### src/rtl/adc_poll_seq.sv
`default_nettype none
// ============================================================================
//  Module   : adc_poll_seq
//  Purpose  : Periodic ADC polling sequencer. Once per sample period it pulses
//             CONVST, waits out the conversion time, then reads a fixed list
//             of result registers over a read-only APB master port and
//             streams each result downstream as a one-cycle strobe.
//  Revision : 1.0 - initial release
// ============================================================================
module adc_poll_seq #(
    parameter int unsigned SAMPLE_PERIOD = 50000,
    parameter int unsigned CONV_WAIT     = 64,
    parameter int unsigned NUM_CH        = 4,
    parameter logic [31:0] CH_ADDR       = 32'h13_12_01_00,
    parameter int unsigned TIMEOUT       = 255
) (
    input  logic        clk,
    input  logic        rst,
    input  logic        enable,
    output logic        convst,
    output logic [7:0]  paddr,
    output logic        psel,
    output logic        penable,
    output logic        pwrite,
    input  logic [15:0] prdata,
    input  logic        pready,
    output logic [15:0] sample_data,
    output logic [1:0]  sample_idx,
    output logic        sample_valid,
    output logic        frame_done,
    output logic        timeout_err,
    output logic        busy
);

    // ------------------------------------------------------------------------
    // Constants
    // ------------------------------------------------------------------------
    localparam int unsigned        c_PCNT_W    = $clog2(SAMPLE_PERIOD);
    localparam logic [c_PCNT_W-1:0] c_PCNT_LAST = c_PCNT_W'(SAMPLE_PERIOD - 1);
    localparam logic [7:0]         c_WAIT_LAST = 8'(CONV_WAIT - 1);
    localparam logic [7:0]         c_TO_LAST   = 8'(TIMEOUT - 1);
    localparam logic [1:0]         c_IDX_LAST  = 2'(NUM_CH - 1);

    localparam logic [2:0] c_ST_IDLE   = 3'd0;
    localparam logic [2:0] c_ST_CONV   = 3'd1;
    localparam logic [2:0] c_ST_WAIT   = 3'd2;
    localparam logic [2:0] c_ST_SETUP  = 3'd3;
    localparam logic [2:0] c_ST_ACCESS = 3'd4;
    localparam logic [2:0] c_ST_NEXT   = 3'd5;

    // ------------------------------------------------------------------------
    // Signals
    // ------------------------------------------------------------------------
    logic [2:0]          r_state;
    logic [2:0]          w_state_nxt;
    logic [c_PCNT_W-1:0] r_pcnt;
    logic [7:0]          r_wcnt;
    logic [7:0]          r_tcnt;
    logic [1:0]          r_idx;
    logic                r_ok;
    logic [15:0]         r_capture;
    logic                r_timeout_err;
    logic                w_frame_start;
    logic                w_access_hit;
    logic                w_access_tmo;
    logic [7:0]          w_addr_tbl [0:3];

    // Unpack the per-channel register addresses into a small lookup table
    generate
        for (genvar g = 0; g < 4; g++) begin : g_addr
            assign w_addr_tbl[g] = CH_ADDR[8*g +: 8];
        end
    endgenerate

    // A frame is launched only from IDLE on the counter's zero phase; a frame
    // still running at the wrap simply swallows that start.
    assign w_frame_start = enable && (r_pcnt == '0) && (r_state == c_ST_IDLE);
    assign w_access_hit  = (r_state == c_ST_ACCESS) && pready;
    assign w_access_tmo  = (r_state == c_ST_ACCESS) && !pready && (r_tcnt == c_TO_LAST);

    // Period counter: free-runs while enabled, parked at zero otherwise so a
    // re-enable launches a frame on the very first enabled cycle.
    always_ff @(posedge clk or posedge rst) begin
        if (rst) begin
            r_pcnt <= '0;
        end else if (!enable) begin
            r_pcnt <= '0;
        end else if (r_pcnt == c_PCNT_LAST) begin
            r_pcnt <= '0;
        end else begin
            r_pcnt <= r_pcnt + 1'b1;
        end
    end

    // State register
    always_ff @(posedge clk or posedge rst) begin
        if (rst) begin
            r_state <= c_ST_IDLE;
        end else begin
            r_state <= w_state_nxt;
        end
    end

    // Next-state decode
    always_comb begin
        w_state_nxt = r_state;
        case (r_state)
            c_ST_IDLE: begin
                if (w_frame_start) begin
                    w_state_nxt = c_ST_CONV;
                end
            end
            c_ST_CONV: begin
                w_state_nxt = c_ST_WAIT;
            end
            c_ST_WAIT: begin
                if (r_wcnt == c_WAIT_LAST) begin
                    w_state_nxt = c_ST_SETUP;
                end
            end
            c_ST_SETUP: begin
                w_state_nxt = c_ST_ACCESS;
            end
            c_ST_ACCESS: begin
                if (w_access_hit || w_access_tmo) begin
                    w_state_nxt = c_ST_NEXT;
                end
            end
            c_ST_NEXT: begin
                if (r_idx == c_IDX_LAST) begin
                    w_state_nxt = c_ST_IDLE;
                end else begin
                    w_state_nxt = c_ST_SETUP;
                end
            end
            default: begin
                w_state_nxt = c_ST_IDLE;
            end
        endcase
    end

    // Conversion-wait and access-timeout counters, restarted on entry
    always_ff @(posedge clk or posedge rst) begin
        if (rst) begin
            r_wcnt <= 8'h00;
            r_tcnt <= 8'h00;
        end else begin
            if (r_state == c_ST_CONV) begin
                r_wcnt <= 8'h00;
            end else if (r_state == c_ST_WAIT) begin
                r_wcnt <= r_wcnt + 8'h01;
            end
            if (r_state == c_ST_SETUP) begin
                r_tcnt <= 8'h00;
            end else if ((r_state == c_ST_ACCESS) && !pready) begin
                r_tcnt <= r_tcnt + 8'h01;
            end
        end
    end

    // Channel index, read capture and the sticky timeout flag
    always_ff @(posedge clk or posedge rst) begin
        if (rst) begin
            r_idx         <= 2'd0;
            r_ok          <= 1'b0;
            r_capture     <= 16'h0000;
            r_timeout_err <= 1'b0;
        end else begin
            if (r_state == c_ST_CONV) begin
                r_idx <= 2'd0;
            end else if ((r_state == c_ST_NEXT) && (r_idx != c_IDX_LAST)) begin
                r_idx <= r_idx + 2'd1;
            end
            // r_ok marks that the current channel completed with data
            if (r_state == c_ST_SETUP) begin
                r_ok <= 1'b0;
            end else if (w_access_hit) begin
                r_ok      <= 1'b1;
                r_capture <= prdata;
            end
            if (w_access_tmo) begin
                r_timeout_err <= 1'b1;
            end
        end
    end

    // ------------------------------------------------------------------------
    // Outputs: decoded straight from registered state so an async reset
    // clears the bus and strobes immediately.
    // ------------------------------------------------------------------------
    assign convst       = (r_state == c_ST_CONV);
    assign psel         = (r_state == c_ST_SETUP) || (r_state == c_ST_ACCESS);
    assign penable      = (r_state == c_ST_ACCESS);
    assign pwrite       = 1'b0;
    assign paddr        = psel ? w_addr_tbl[r_idx] : 8'h00;
    assign sample_valid = (r_state == c_ST_NEXT) && r_ok;
    assign frame_done   = (r_state == c_ST_NEXT) && (r_idx == c_IDX_LAST);
    assign sample_data  = r_capture;
    assign sample_idx   = r_idx;
    assign timeout_err  = r_timeout_err;
    assign busy         = (r_state != c_ST_IDLE);

endmodule
`default_nettype wire

### config.mk
export PLATFORM = sky130hd
export DESIGN_NAME = adc_poll_seq
export DESIGN_NICKNAME = d
export VERILOG_FILES = /design/src/rtl/adc_poll_seq.sv
export SDC_FILE = /design/constraint.sdc
export NUM_CORES = 1
export LEC_CHECK = 0
export BUFFER_PORTS_ARGS = -buffer_cell sky130_fd_sc_hd__clkbuf_2
export CORE_ASPECT_RATIO = 1.5
export CORE_MARGIN = 2
export CORE_UTILIZATION = 55
export DETAILED_ROUTE_END_ITERATION = 12
export GPL_ROUTABILITY_DRIVEN = 0
export GPL_TIMING_DRIVEN = 0
export PLACE_DENSITY = 0.8
export SYNTH_ARGS = -nofsm -noshare
export SYNTH_HDL_FRONTEND = slang
export SYNTH_SLANG_ARGS = --single-unit
### constraint.sdc
create_clock -name clk -period 2.4 [get_ports clk]
set_input_delay 0.72 -clock clk [delete_from_list [all_inputs] [get_ports clk]]
set_output_delay 0.72 -clock clk [all_outputs]
set_load 0.01 [all_outputs]
# Word-level counts from Yosys, hierarchy flattened
# Cells that the tools add are included.
[classes]
n_addsub = 4
order_cmp = 1
eq_ne = 13
mux = 19
bitwise = 2
reduce_logical = 20
[ops]
columns = ["cell", "n"]
rows = [
  ["$mux W8", 7],
  ["$mux W16", 2],
  ["$pmux W3 S6", 1],
  ["$add A16 B1 Y16 const B", 1],
  ["$add A8 B1 Y8 const B", 2],
  ["$bmux W8 S2", 1],
  ["$eq A16 B16 Y1 const B", 1],
  ["$logic_not A16 Y1", 1],
  ["$mux W3", 3],
  ["$eq A8 B6 Y1 const B", 1],
  ["$eq A8 B8 Y1 const B", 1],
  ["$logic_and A1 B1 Y1", 8],
  ["$reduce_bool A2 Y1", 4],
  ["$eq A3 B2 Y1 const B", 2],
  ["$eq A3 B3 Y1 const B", 2],
  ["$mux W2", 3],
  ["$ne A2 B2 Y1 const B", 3],
  ["$eq A3 B1 Y1 const B", 1],
  ["$ge A3 B3 Y1 const B", 1],
  ["$logic_not A3 Y1", 1],
  ["$not A2 Y3", 1],
  ["$reduce_and A3 Y1", 1],
  ["$reduce_bool A3 Y1", 1],
  ["$add A2 B1 Y2 const B", 1],
  ["other kinds (7)", 9],
]
[totals]
ff_bits = 55
in_bits = 20
output_inout_bits = 34
elab_cells = 67

# Logic depth before layout (Yosys ltp)
# Gate-level depths: netlist of the first run.
[logic_depth]
depth_word = 6
ltp_mapped = 7
depth_no_buf = 6

# Worst setup path before layout of the first run
# No wires, ideal clock.
[synth_path]
kind = "register to output"
startpoint = "register r_state[2]"
endpoint = "output paddr[4]"
t_arrival_ps = 1481
required_time_ps = 1680
path_slack_ps = 199
path_stages_with_launch = 7
n_path_buf = 3
cell_sequence = "dfrtp_1 > buf_2 > clkbuf_1 > and2_1 > or2_2 > and2_1 > buf_4"
[synth_between]
elab_chain_len = 3
word_cells_on_any_way = 4
cone_classes = "eq/ne (2); mux (1); reduce/logical (1)"
[synth_lines]
columns = ["item", "line", "text"]
rows = [
  ["start: declaration", "54", "logic [2:0] r_state;"],
  ["start signal: assignment", "98", "r_state <= c_ST_IDLE;"],
  ["start signal: assignment", "100", "r_state <= w_state_nxt;"],
  ["$eq A3 B3 Y1", "-", ""],
  ["named net penable", "23", "output logic penable,"],
  ["$logic_or A1 B1 Y1", "192", "assign psel = (r_state == c_ST_SETUP) || (r_state == c_ST_ACCESS);"],
  ["$mux W8", "195", "assign paddr = psel ? w_addr_tbl[r_idx] : 8'h00;"],
  ["end: declaration", "21", "output logic [7:0] paddr,"],
]
# The timed path passes the listed nets, and every way through them passes these cells.

# Final worst setup path of the first run
[layout_path]
startpoint = "register r_state[1]"
endpoint = "output paddr[4]"
[layout_between]
elab_chain_len = 3
word_cells_on_any_way = 4
cone_classes = "eq/ne (2); mux (1); reduce/logical (1)"
[layout_lines]
columns = ["item", "line"]
rows = [
  ["$eq A3 B2 Y1 / $eq A3 B3 Y1 (equally long branches)", "192"],
  ["$logic_or A1 B1 Y1 *", "192"],
  ["$mux W8 *", "195"],
]
# Mark *: on every way between the ends. The rest lies on a longest branch, timed or not.

==> results of run 1 <==
power groups by stage:
stage	sequential, W	combinational, W	clock (W)
after floorplan	0.00134	0.000637	0
after global placement	0.00129	0.000999	0
after detailed placement	0.00130	0.00104	0
after CTS	0.00129	0.00113	0.000501
after global routing	0.00132	0.00130	0.000541
final	0.00130	0.00119	0.000484
flip-flops by register name, indices dropped and copies added, names as in the netlist:
| name | count |
|---|---|
| r_state | 3 |
| timeout_err | 1 |
| r_ok | 1 |
| r_tcnt | 8 |
| sample_data | 16 |
| sample_idx | 2 |
| r_wcnt | 8 |
| r_pcnt | 16 |
metrics by stage:
step	setup TNS, ns	util, %	setup slack, ns
2_1_floorplan	0	-	0.199
3_3_place_gp	-18.00	63.6	-0.326
3_5_place_dp	-0.261	64.0	-0.151
4_1_cts	0	67.0	0.00805
5_1_grt	-0.0186	67.7	-0.0186
6_report	0	67.7	0.0323
repair_timing:
action,in CTS,in global routing
endpoints found under the hold margin,0,0
pin swaps,1,1
resized for setup,9,6
cloned,0,1
buffers inserted,5,2
setup endpoints to repair,4,1
area by class of cell:
class / count / area [um2] / share of cell area, %
repair buffers: 56 / 319 / 9.80
plain buffers: 15 / 106 / 3.27
flip-flops and latches: 55 / 1380 / 42.3
multi-input cells: 181 / 1230 / 37.8
clock inverters: 2 / 12.5 / 0.384
clock buffers: 6 / 72.6 / 2.23
well taps: 66 / 82.6 / 2.54
inverters: 14 / 55.1 / 1.69
path summary, 6_finish.rpt:
kind | startpoint | end | slack, ns | cells past startpoint
min in group clk | timeout_err | timeout_err | 0.48 | 1
max reg2reg | r_state[1] | r_tcnt[3] | 0.44 | 6
min reg2reg | timeout_err | timeout_err | 0.48 | 1
max | r_state[1] | paddr[4] | 0.03 | 7
min | rst | r_wcnt[4] | 0.45 | 2
max in group asynchronous | rst | r_tcnt[4] | 1.39 | 3
routing by layer:
layer | wire (um) | vias to the layer above
met5 | 0 | -
met4 | 127 | 0
met3 | 250 | 13
met2 | 2780 | 59
met1 | 2190 | 1009
li1 | - | 1028
cells in the final DEF, fill, tap and decap left out, types with 10 or more instances in the layout:
cell      count
o21ai_0      13
nand2_1      10
mux2_2       16
dfrtp_1      54
inv_1        12
nor2_1       23
clkbuf_2     46
buf_4        14
nand3_1      15
nand4_1      10
xnor2_1      12
logic make-up after synthesis:
| logic type | count (synthesis) | synth area share [%] |
|---|---|---|
| simple gates | 103 | 20.5 |
| flops | 55 | 50.6 |
| compound gates | 31 | 7.68 |
| buf+inv | 30 | 5.61 |
| xor+xnor | 19 | 6.12 |
| mux | 16 | 6.62 |
| fa+ha+maj | 6 | 2.76 |
| other cells | 1 | 0.138 |
==> out/qor.csv, run 1 <==
stage;metric;value;unit
power;pwr-share-clk;16.3;%
floorplan;design.core.area;0.00481;mm2
synthesis;synth_seq_cells;55;
synthesis;synth_top_area_share;50.6;%
worst_setup_path;required;1.68;ns
finish;antenna_cells;0;
synthesis;synth_area;0.00272;mm2
worst_setup_path;crit_buf_inv;3;
placed_design;placed_cell_area;0.00308;mm2
finish;final-instance-count-excl-fill;395;
grt;gr-usage-all-layers;21.4;%
placed_design;io_buffer_count;47;
grt;top_usage_layer;met2;
clock_tree;h-tree-depth;2;
synthesis;yosysWarnings;0;
finish;area_growth;19.7;%
worst_setup_path;crit_family;simple AND/OR/NAND/NOR gates;
power;internal_power;0.00192;W
synthesis;synthTopCellsByArea;dfrtp_1 51%, mux2_2 6.6%, xnor2_1 3.9%;
synthesis;ys_top_cells_by_count;55 x dfrtp_1, 24 x nor2_1, 16 x mux2_2;
drt;routedWlPerCell;13.5;um
synthesis;synth_top_area_cell;dfrtp_1;
drt;drt-total-wl;5340;um
timing;timing.fmax;0.422;GHz
worst_setup_path;path_class;reg2out;
timing;min_period_over_period;98.7;%
timing;period_minus_slack;2.37;ns
clock_tree;cts_buffer_depth;2;
floorplan;num_rows;31;
worst_setup_path;endpoint_kind;primary output;
clock_tree;cts_inserted_buffers;5;
clock_tree;cts_tree;yes;
grt;grt_remaining_overflow;0;
clock_tree;path_clk_slew;0.10;ns
grt;global_route.usage.met2;36.6;%
grt;antenna_found_initial;0;
run;maxCapViolations;0;
synthesis;netlist-cell-type-count;41;
clock_tree;clk_latency;0.30;ns
floorplan;design.portCount;54;
hold_path;hp-class;in2async;
grt;met3_usage;4.75;%
synthesis;syn_inst;261;
finish;fin_nets;354;
power;ir_drop;0.706;mV
timing;setup_viol;0;
timing;hold_ws;0.452;ns
drt;num_vias;2109;
placed_design;dp_cells;380;
synthesis;seq_area_frac_synth;50.6;%
power;power.density;911;mW/mm2
power;swShare;35.2;%
drt;ant_nets;0;
floorplan;die_w;61.4;um
grt;grt_pass1_vias;2105;
worst_setup_path;cp-start-kind;register;
synthesis;synth.most_common_cell;dfrtp_1;
clock_tree;root_buffer;clkbuf_8;
clock_tree;cts_hold_buf;0;
power;p_sw;0.00104;W
synthesis;synth_edf_count;0;
grt;grt_pass1_wl;9140;um
run_status;status;complete, no violations;
synthesis;syn_area_per_cell;10.4;um2
timing;tightest_slew;0.676;ns
floorplan;die_h;90.1;um
worst_setup_path;crit_slowest_cell;dfrtp_1;
timing;final-hold-violation-count;0;
drt;drt-vias-per-instance;5.34;
drt;drt_pass1_iterations;4;
clock_tree;cts.sink_count;55;
worst_setup_path;crit_chain;buf_6 > nor2_2 > and2_4 > or2_4 > and2_4 > buf_4 > buf_6;
timing;finClkSkew;0.0104;ns
power;totalPowerFinal;0.00297;W
synthesis;synth-async-reset-ratio;100;%
floorplan;dieArea;0.00554;mm2
grt;grt_max_degree;30;
power;power_leakage;1.56;nW
timing;slew_headroom;54.3;%
power;combPwrFrac;40.0;%
power;seq_power_share;43.7;%
worst_setup_path;crit_fanout;5;
timing;slew_viol_final;0;
finish;fillers;413;
drt;drt_iter0_markers;75;
grt;met1_usage;25.2;%
worst_setup_path;arrival;1.65;ns
worst_setup_path;critPathMaxStageDelay;0.40;ns
drt;drc;0;
synthesis;synthFlopType;dfrtp_1;
floorplan;initial_utilization;56.6;%
finish;drive_gt1_share;32.5;%
placed_design;dp_hpwl;3890;um
finish;stdcell_area;0.00326;mm2
Note: power is estimated with default switching activity, not from simulation.
==> run 2: changes to the inputs <==
Settings changed: SETUP_SLACK_MARGIN set to 0.2.
==> out/qor.csv, run 2 (same netlist as run 1, synthesis figures left out) <==
stage;metric;value;unit
worst_setup_path;ff2ff_path_depth;5;
drt;wl_met1;2240;um
worst_setup_path;path_class;reg2out;
power;power.density;924;mW/mm2
drt;drt_pass1_iterations;4;
finish;drive_gt1_share;33.0;%
hold_path;hp-class;in2async;
drt;met2WireLength;2820;um
drt;drt-vias-per-instance;5.36;
timing;slew_headroom;55.0;%
placed_design;placed_cell_area;0.00308;mm2
worst_setup_path;crit_slowest_cell;dfrtp_1;
timing;tightest_slew;0.666;ns
power;combPwrFrac;39.6;%
clock_tree;path_clk_slew;0.09;ns
timing;grt_setup_unrepaired;true;
drt;highest_layer;met4;
power;swShare;34.2;%
finish;fin_nets;352;
timing;min_period_over_period;98.3;%
worst_setup_path;arrival;1.64;ns
power;internal_power;0.00200;W
drt;ant_nets;0;
timing;timing.fmax;0.424;GHz
floorplan;dieArea;0.00554;mm2
timing;slew_viol_final;0;
finish;antenna_cells;0;
worst_setup_path;endpoint_kind;primary output;
run;maxCapViolations;0;
power;seq_power_share;42.3;%
timing;period_minus_slack;2.36;ns
clock_tree;cts.sink_count;55;
clock_tree;root_buffer;clkbuf_8;
timing;setup_viol;0;
placed_design;place_ws;-0.123;ns
drt;drc;0;
clock_tree;cts_tree;yes;
floorplan;die_h;90.1;um
worst_setup_path;cp-start-kind;register;
power;p_sw;0.00104;W
finish;post-route-util;68.4;%
drt;routedWlPerCell;13.8;um
clock_tree;cts_inserted_buffers;5;
placed_design;dp_hpwl;3850;um
timing;layout_setup_ws;0.0411;ns
drt;drt-total-wl;5410;um
drt;drt_iter0_markers;113;
power;ir_drop;0.814;mV
floorplan;design.core.area;0.00481;mm2
floorplan;initial_utilization;56.6;%
floorplan;design.portCount;54;
timing;finClkSkew;0.00479;ns
floorplan;die_w;61.4;um
power;pwr-share-clk;18.1;%
grt;grt_pass1_vias;2095;
drt;num_vias;2106;
finish;area_growth;20.9;%
timing;fin_tns_setup;0;ns
grt;grt_remaining_overflow;0;
placed_design;io_buffer_count;47;
floorplan;num_rows;31;
run_status;status;complete, no violations;
grt;grt_pass1_wl;9340;um
clock_tree;clk_latency;0.30;ns
clock_tree;cts_buffer_depth;2;
worst_setup_path;crit_fanout;3;
power;power_leakage;1.57;nW
drt;wl_met3;252;um
grt;gr-usage-all-layers;21.4;%
worst_setup_path;cpMostUsedCell;buf_6;
finish;final_cell_mix;55 x dfrtp_1, 43 x clkbuf_2, 23 x nor2_1;
worst_setup_path;crit_chain;buf_6 > buf_8 > and2_4 > or2_4 > and2_4 > buf_6 > buf_6;
grt;antenna_found_initial;0;
clock_tree;h-tree-depth;2;
finish;final_common_cell;dfrtp_1;
worst_setup_path;critPathMaxStageDelay;0.38;ns
grt;grt_max_degree;32;
timing;final-hold-violation-count;0;
finish;stdcell_area;0.00329;mm2
worst_setup_path;required;1.68;ns
==> run 2: cell types whose count changed in the layout (fill, tap and decap cells not counted), moves of 2 or more <==
cell / before / now
buf_4: 14 / 10
buf_6: 2 / 6
clkbuf_2: 46 / 43
buf_2: 5 / 7
clkbuf_8: 5 / 7
==> run 2: per-stage QoR <==
stage               hold slack, ns  total power (W)  instances
floorplan                    0.442          0.00198        266
global placement             0.461          0.00229        379
detailed placement           0.470          0.00232        380
CTS                          0.441          0.00299        392
global route                 0.463          0.00324        393
finish                       0.423          0.00304        393
==> run 2: what timing repair did <==
item	in CTS	in global routing
pin swaps	2	3
buffers inserted	4	1
hold buffers	0	0
resized for setup	13	11
endpoints found under the setup margin	5	6
==> run 2: per-layer routing <==
layer	up-vias	global-route usage (%)
met3	9	5.04
met5	-	0
li1	1024	-
met2	58	35.2
met1	1015	27.7
met4	0	6.21
==> run 2: cell type report <==
class	instances	area [um2]
tap	66	82.6
multi-input combinational	181	1240
inverter	14	56.3
fill	388	1520
sequential	55	1380
clock buffer	8	100
timing repair buffer	53	309
buffer	16	123
==> run 2: final timing paths <==
kind                       slack [ns]          end   startpoint
max reg2reg                      0.44   r_pcnt[14]   r_pcnt[11]
min in group clk                 0.49  timeout_err  timeout_err
min                              0.42    r_wcnt[3]          rst
max                              0.04     paddr[4]   r_state[2]
max in group asynchronous        1.44    r_tcnt[4]          rst
min reg2reg                      0.49  timeout_err  timeout_err
==> run 2: power groups by stage <==
stage               combinational, W  clock, W  sequential (W)
floorplan                   0.000639         0         0.00134
global placement             0.00100         0         0.00129
detailed placement           0.00103         0         0.00129
CTS                          0.00114  0.000565         0.00128
global route                 0.00132  0.000599         0.00132
finish                       0.00120  0.000550         0.00129
==> run 2: worst max-delay path, delay by kind of cell (launching register included) <==
kind                   cells  cell delay (ns)
buffers and inverters      4             0.45
flip-flops                 1             0.38
AND/OR/NAND/NOR            3             0.52
==> run 3: changes to the inputs <==
Settings changed: ABC_AREA set to 1, PLACE_DENSITY 0.8 to 0.79.
==> out/qor.csv, run 3 <==
stage;metric;value;unit
run_status;status;complete, no violations;
power;power_leakage;1.81;nW
worst_setup_path;critPathMaxStageDelay;0.46;ns
finish;regArea;0.00138;mm2
timing;fin_tns_setup;0;ns
grt;antenna_found_initial;0;
worst_setup_path;endpoint_kind;primary output;
floorplan;die_w;63.3;um
clock_tree;root_buffer;clkbuf_8;
timing;final-hold-violation-count;0;
synthesis;syn_inst;368;
floorplan;dieArea;0.00588;mm2
worst_setup_path;crit_slowest_cell;dfrtp_1;
drt;drt-vias-per-instance;5.02;
synthesis;synth.most_common_cell;nand2_1;
finish;final_common_cell;nand2_1;
finish;area_growth;18.2;%
floorplan;num_rows;32;
timing;period_minus_slack;2.17;ns
timing;slew_viol_final;0;
floorplan;design.core.area;0.00512;mm2
synthesis;synth_seq_cells;55;
drt;drt_iter0_markers;152;
synthesis;netlist-cell-type-count;32;
clock_tree;clk_latency;0.31;ns
drt;drt-total-wl;5770;um
floorplan;design.portCount;54;
drt;drc;0;
finish;fin_nets;456;
worst_setup_path;cp-start-kind;register;
timing;setup_viol;0;
worst_setup_path;crit_chain;nand3_2 > buf_6 > a21boi_4 > buf_4 > clkbuf_2;
timing;timing.fmax;0.462;GHz
drt;wl_met3;220;um
synthesis;ys_top_cells_by_count;96 x nand2_1, 55 x dfrtp_1, 49 x nor2_1;
worst_setup_path;required;1.68;ns
drt;highest_layer;met4;
finish;multi_input_area;0.00130;mm2
worst_setup_path;crit_buf_inv;3;
grt;grt_max_degree;44;
worst_setup_path;crit_family;flip-flops;
clock_tree;h-tree-depth;2;
clock_tree;cts_inserted_buffers;5;
synthesis;yosysWarnings;0;
worst_setup_path;cp-startpoint;r_state[1];
timing;finClkSkew;0.00512;ns
grt;grt_pass1_wl;10200;um
clock_tree;path_clk_slew;0.09;ns
drt;drt_pass1_iterations;4;
power;totalPowerFinal;0.00298;W
worst_setup_path;reg2reg_from;r_state[0];
placed_design;io_buffer_count;46;
grt;grt_remaining_overflow;0;
hold_path;hp-class;in2async;
worst_setup_path;arrival;1.45;ns
synthesis;seq_area_frac_synth;47.5;%
synthesis;syn_area_per_cell;7.87;um2
grt;gr-usage-all-layers;21.7;%
run;maxCapViolations;0;
synthesis;synthTopCellsByArea;dfrtp_1 48%, nand2_1 12%, nand3_1 6.9%;
placed_design;dp_hpwl;4340;um
finish;final_cell_mix;96 x nand2_1, 53 x dfrtp_1, 49 x nor2_1;
floorplan;die_h;92.9;um
clock_tree;cts_tree;yes;
power;ir_drop;0.655;mV
timing;grt_setup_unrepaired;true;
synthesis;synth_area;0.00290;mm2
worst_setup_path;path_class;reg2out;
synthesis;synth_top_area_cell;dfrtp_1;
drt;met2WireLength;2960;um
grt;grt_pass1_vias;2423;
finish;drive_gt1_share;21.8;%
finish;fillers;464;
drt;ant_nets;0;
worst_setup_path;crit_fanout;5;
timing;min_period_over_period;90.2;%
power;power.density;871;mW/mm2
synthesis;synth_edf_count;0;
synthesis;synth_top_area_share;47.5;%
synthesis;synthFlopType;dfrtp_1;
floorplan;initial_utilization;56.5;%
drt;wl_met1;2490;um
drt;routedWlPerCell;11.6;um
drt;num_vias;2505;
clock_tree;cts_buffer_depth;2;
synthesis;synth-async-reset-ratio;100;%
clock_tree;cts.sink_count;55;
finish;antenna_cells;0;
[run 3: cell count changes after synthesis, sizes merged, moves of 5 or more]
cell and delta:
and3 -5, inv +29, mux2 -16, nand2 +89, nand3 +28, nor2 +31, nor4 -7, o21ai +5
xnor2 -10
[run 3: cell type report]
class / count / share of cell area [%]
Clock inverter: 2 / 1.02
Sequential cell: 55 / 40.3
Tap cell: 68 / 2.48
Clock buffer: 6 / 2.41
Multi-Input combinational cell: 262 / 38.0
Inverter: 44 / 5.04
Timing Repair Buffer: 50 / 7.96
Buffer: 12 / 2.78
[run 3: layer usage]
layer | global-route usage, % | vias up
met2 | 39.3 | 57
li1 | - | 1285
met5 | 0 | -
met4 | 8.70 | 0
met3 | 4.01 | 7
met1 | 24.9 | 1156
[run 3: path summary, 6_finish.rpt]
| path | endpoint | slack (ns) | depth (start not counted) |
|---|---|---|---|
| max | paddr[4] | 0.23 | 5 |
| min | r_tcnt[2] | 0.32 | 2 |
| max reg2reg | r_state[0] | 0.90 | 5 |
| min reg2reg | r_pcnt[0] | 0.46 | 1 |
| max in group asynchronous | r_state[0] | 1.56 | 3 |
| min in group clk | r_pcnt[0] | 0.46 | 1 |
[run 3: what timing repair did]
action	CTS	global route
hold buffers	0	0
buffers inserted	2	1
setup endpoints to repair	4	5
resized for setup	8	4
[run 3: cell families (layout without fill, tap and decap cells)]
group	count (synthesis)	after routing	synth area share [%]
AND/OR/NAND/NOR	215	215	33.8
buffers and inverters	56	114	8.90
flip-flops	55	55	47.5
AO/OA/AOI/OAI	30	30	5.57
adder cells (fa/ha/maj)	6	6	2.59
XOR/XNOR	5	5	1.51
other	1	6	0.129
[run 3: worst register-to-register path: cells and delay by family (launching register included)]
family | cells | cell delay, ns
AO/OA/AOI/OAI | 1 | 0.23
buffers and inverters | 1 | 0.17
flip-flops | 1 | 0.46
AND/OR/NAND/NOR | 3 | 0.55
[run 3: power by group]
group | internal, W | switching [W] | total [W]
combinational | 0.000402 | 0.000640 | 0.00104
clock | 0.000338 | 0.000294 | 0.000632
sequential | 0.00115 | 0.000163 | 0.00131
total | 0.00189 | 0.00110 | 0.00298
[run 3: metrics by stage]
| stage | hold slack, ns | std cells | setup slack (ns) | util (%) | instance area [um2] |
|---|---|---|---|---|---|
| after detailed placement | 0.456 | 488 | 0.273 | 63.4 | 3250 |
| final | 0.322 | 499 | 0.235 | 66.8 | 3420 |
| after global routing | 0.333 | 499 | 0.164 | 66.8 | 3420 |
| after global placement | 0.453 | 487 | -0.319 | 63.0 | 3230 |
| after floorplan | 0.432 | 373 | 0.300 | - | 2920 |
| after CTS | 0.325 | 498 | 0.221 | 66.4 | 3400 |
